File: src/rtl/mux_scanner.sv
// Sequences the select lines of a downstream 4:1 mux and collects its output into a 4-bit frame.
// Each frame is presented with a valid/ready handshake and may be followed immediately by another scan.
module mux_scanner #(
    parameter int SETTLE = 2
) (
    input  logic       clk,
    input  logic       rst,
    input  logic       start,
    input  logic       continuous,
    input  logic       Y,
    output logic       S0,
    output logic       S1,
    output logic [3:0] frame,
    output logic       frame_valid,
    input  logic       frame_ready,
    output logic       busy
);

    typedef enum logic [1:0] {
        ST_IDLE,
        ST_SETTLE,
        ST_OUTPUT
    } state_t;

    localparam logic [3:0] RELOAD = 4'(SETTLE);

    state_t     state_q, state_d;
    logic [1:0] ch_q, ch_d;
    logic [3:0] cnt_q, cnt_d;
    logic [3:0] buf_q, buf_d;
    logic [3:0] frame_q, frame_d;
    logic       valid_q, valid_d;
    logic       busy_q, busy_d;

    // NOTE: the sample buffer is a handful of flops, so it is reset like everything else;
    // an interrupted scan must leave no trace.
    always_ff @(posedge clk) begin
        if (rst) begin
            state_q <= ST_IDLE;
            ch_q    <= 2'd0;
            cnt_q   <= 4'd0;
            buf_q   <= 4'd0;
            frame_q <= 4'd0;
            valid_q <= 1'b0;
            busy_q  <= 1'b0;
        end else begin
            state_q <= state_d;
            ch_q    <= ch_d;
            cnt_q   <= cnt_d;
            buf_q   <= buf_d;
            frame_q <= frame_d;
            valid_q <= valid_d;
            busy_q  <= busy_d;
        end
    end

    // NOTE: every signal gets its hold value first so no path through the case infers a latch.
    always_comb begin
        state_d = state_q;
        ch_d    = ch_q;
        cnt_d   = cnt_q;
        buf_d   = buf_q;
        frame_d = frame_q;
        valid_d = valid_q;

        case (state_q)
            ST_IDLE: begin
                if (start) begin
                    state_d = ST_SETTLE;
                    ch_d    = 2'd0;
                    cnt_d   = RELOAD;
                end
            end
            ST_SETTLE: begin
                if (cnt_q != 4'd0) begin
                    cnt_d = cnt_q - 4'd1;
                end else begin
                    buf_d[ch_q] = Y;
                    if (ch_q == 2'd3) begin
                        frame_d = buf_d;
                        valid_d = 1'b1;
                        state_d = ST_OUTPUT;
                    end else begin
                        ch_d  = ch_q + 2'd1;
                        cnt_d = RELOAD;
                    end
                end
            end
            ST_OUTPUT: begin
                // continuous only matters at the handshake edge
                if (valid_q && frame_ready) begin
                    valid_d = 1'b0;
                    ch_d    = 2'd0;
                    if (continuous) begin
                        state_d = ST_SETTLE;
                        cnt_d   = RELOAD;
                    end else begin
                        state_d = ST_IDLE;
                    end
                end
            end
            default: begin
                state_d = ST_IDLE;
                ch_d    = 2'd0;
                valid_d = 1'b0;
            end
        endcase

        busy_d = (state_d != ST_IDLE);
    end

    assign S0          = ch_q[0];
    assign S1          = ch_q[1];
    assign frame       = frame_q;
    assign frame_valid = valid_q;
    assign busy        = busy_q;

endmodule

File: config.mk
export PLATFORM = sky130hd
export DESIGN_NAME = mux_scanner
export DESIGN_NICKNAME = d
export VERILOG_FILES = /design/src/rtl/mux_scanner.sv
export SDC_FILE = /design/constraint.sdc
export NUM_CORES = 1
export LEC_CHECK = 0
export ABC_AREA = 1
export CAP_MARGIN = 10
export CORE_MARGIN = 1
export CORE_UTILIZATION = 50
export CTS_BUF_LIST = sky130_fd_sc_hd__clkbuf_16
export DETAILED_ROUTE_END_ITERATION = 10
export PLACE_DENSITY = 0.79
export SYNTH_ARGS = -nofsm -noshare
export SYNTH_HDL_FRONTEND = slang
export SYNTH_SLANG_ARGS = --single-unit
File: constraint.sdc
create_clock -name clk -period 2.6 [get_ports clk]
set_input_delay 0.65 -clock clk [delete_from_list [all_inputs] [get_ports clk]]
set_output_delay 0.65 -clock clk [all_outputs]
set_load 0.03 [all_outputs]
==> results.toml <==
[run_status]
outcome = "complete, no violations"

[setup_path]
worstSetupEndpointType = "primary output"
critPathMaxStageDelay_ns = 0.70
cp_top_family = "buffers and inverters"
cp-start-kind = "register"
crit_path_top_delay_cell = "clkdlybuf4s50_1"
cp.required_ns = 1.95
arrival_ns = 1.35
path_buf_inv = 1
path_cells = "clkdlybuf4s50_1"
crit_fanout = 5
critPathKind = "register to primary output"

[synth]
ys.flop_type = "dfxtp_1"
synth_most_common_cell = "nor2_1"
synth_top_area_share = 0.3735
netlist_top_cells_count = "27 x nor2_1, 20 x nand2_1, 18 x dfxtp_1"
synthAdderAreaFrac = 0.07782
synth-edff-count = 0
synthMuxAreaShare = 0
synth_fp_nets = 145
netlist.top_cell.by_area = "dfxtp_1"
synth_area_um2 = 964.7
yosys.area_share.simple = 0.3593
synth-xor-area-share = 0.009079
ys_ff_latch = 18
syn_inst = 133
synthDistinctLibCells = 21
syn_avg_cell_area_um2 = 7.253
synth_top_family_by_area = "simple AND/OR/NAND/NOR gates"
ys_seq_area_frac = 0.3735
synth_warnings = 0
synthArstFlopShare = 0
synth_compound_area_frac = 0.1128
synth_area_leaders = "dfxtp_1 37%, nor2_1 11%, ha_1 7.8%"

[die]
die_area_um2 = 2109
io_pins = 14
rows = 15
coreArea_um2 = 1764
die_h_um = 45.93
start_util = 0.5468
die-width_um = 45.93

[cells_and_area]
area_growth_pct = 24.38
nNetsFinal = 162
stdcell_area_um2 = 1200
seqCellArea_um2 = 360.3
drive_gt1_frac = 0.1275
num_antenna_cells = 0
multi_input_area_um2 = 539.3
fin_cells = 174
fillers = 158

[timing]
tightest_slew_ns = 0.4064
hold_violations = 0
slew_headroom = 0.7262
fmax_ghz = 0.5006
drv_slew = 0
tns_ns = 0
setup_viol = 0
fin_crit_sh = 0.7683
finalCriticalPeriod_ns = 1.997
rsz0062_at_grt = "false"
skew_ns = 0.001705

[cts]
postCtsSetupRepairBufs = 0
clkTransAtPathRegs_ns = 0.05
clk-insertion-delay-late_ns = 0.25
cts_hold_buf = 0
clock-sinks = 18
clockBufferDepth = 2
ctsResizeCount = 0
cts_tree = "yes"
numCtsBuffers = 3
cts_root_buf = "clkbuf_16"
htreeDepth = 1

[place]
placed_cells = 170
hpwl_mm = 1.502
routabilityCongestion = 0.7729
io_buffer_count = 13
dpl_cell_area_um2 = 1121

[drt]
post-route-drc-count = 0
dr.pass1.iters = 4
vias = 915
wl_mm = 2.204
ant_nets = 0
drt-initial-drc-count = 24
avgViaCountPerCell = 5.259
routedWlPerCell_um = 12.67

[global_route]
grt.total_usage = 0.2392
grt_pass1_vias = 818
grt_first_pass_wirelength_mm = 3.574
grt_max_degree = 11
antenna_found_initial = 0
overflow = 0

[worst_hold_path]
hp-class = "register to register"

[pwr]
cellPowerDensity_nw_per_um2 = 660.6
p_leak_nw = 0.5034
ir_drop_uv = 415.2

[job]
maxCapViolations = 0
[final cells by class]
class | count | area share
multi-input cells | 98 | 0.4494
flip-flops and latches | 18 | 0.3003
repair buffers | 13 | 0.1084
clock buffers | 3 | 0.06257
inverters | 16 | 0.05005
well taps | 25 | 0.02607
clock inverters | 1 | 0.003128
[report_power, final]
part           switching (W)  total (W)  internal [W]  leakage [nW]
sequential         0.0000136   0.000308      0.000295         0.147
clock               0.000109   0.000313      0.000205        0.0385
combinational       0.000108   0.000171     0.0000629         0.318
[registers in the layout (all words and copies together) (netlist names)]
register and flops:
buf_q 4, busy 1, ch_q 2, cnt_q 4
frame 4, frame_valid 1, state_q 2
[layer usage]
metal / vias up / track usage / wire, um
met5: - / 0 / 0
met4: 0 / 0.1176 / 23
met3: 4 / 0.03968 / 129
met2: 29 / 0.3887 / 1086
met1: 420 / 0.3022 / 965
li1: 462 / - / -
[placed cells by master (no fill, tap or decap), drive strengths merged]
cell / netlist / routed
clkinv: 2 / 3
ha: 6 / 6
a31oi: 1 / 1
nand4: 2 / 2
nand2: 22 / 22
a21oi: 13 / 13
nor2: 33 / 33
clkbuf: 1 / 3
nand3: 12 / 12
o21ai: 6 / 6
a211oi: 1 / 1
inv: 14 / 14
dfxtp: 18 / 18
nor3: 1 / 1
clkdlybuf4s50: 0 / 13
xor2: 1 / 1
[stage by stage]
step	power (W)	hold slack [ns]	util	setup WS, ns
after floorplan	0.0004350	0.4394	-	1.122
after global placement	0.0004739	0.4528	0.6355	0.6594
after detailed placement	0.0004792	0.4582	0.6355	0.5942
after CTS	0.0007902	0.4755	0.6801	0.5937
after global routing	0.0008268	0.4954	0.6801	0.5616
final	0.0007927	0.4721	0.6801	0.6025
[logic make-up after synthesis]
family                   after synthesis
AND/OR/NAND/NOR                       70
AO/OA/AOI/OAI                         21
flip-flops                            18
buffers and inverters                 17
adder cells (fa/ha/maj)                6
XOR/XNOR                               1
[worst paths after layout]
| path | startpoint | end | slack (ns) | depth (start not counted) |
|---|---|---|---|---|
| min reg2reg | buf_q[3] | buf_q[3] | 0.47 | 2 |
| max reg2reg | ch_q[1] | cnt_q[3] | 1.13 | 7 |
| min | buf_q[3] | buf_q[3] | 0.47 | 2 |
| max | ch_q[1] | S1 | 0.60 | 1 |
(Power assumes the default switching activity.)
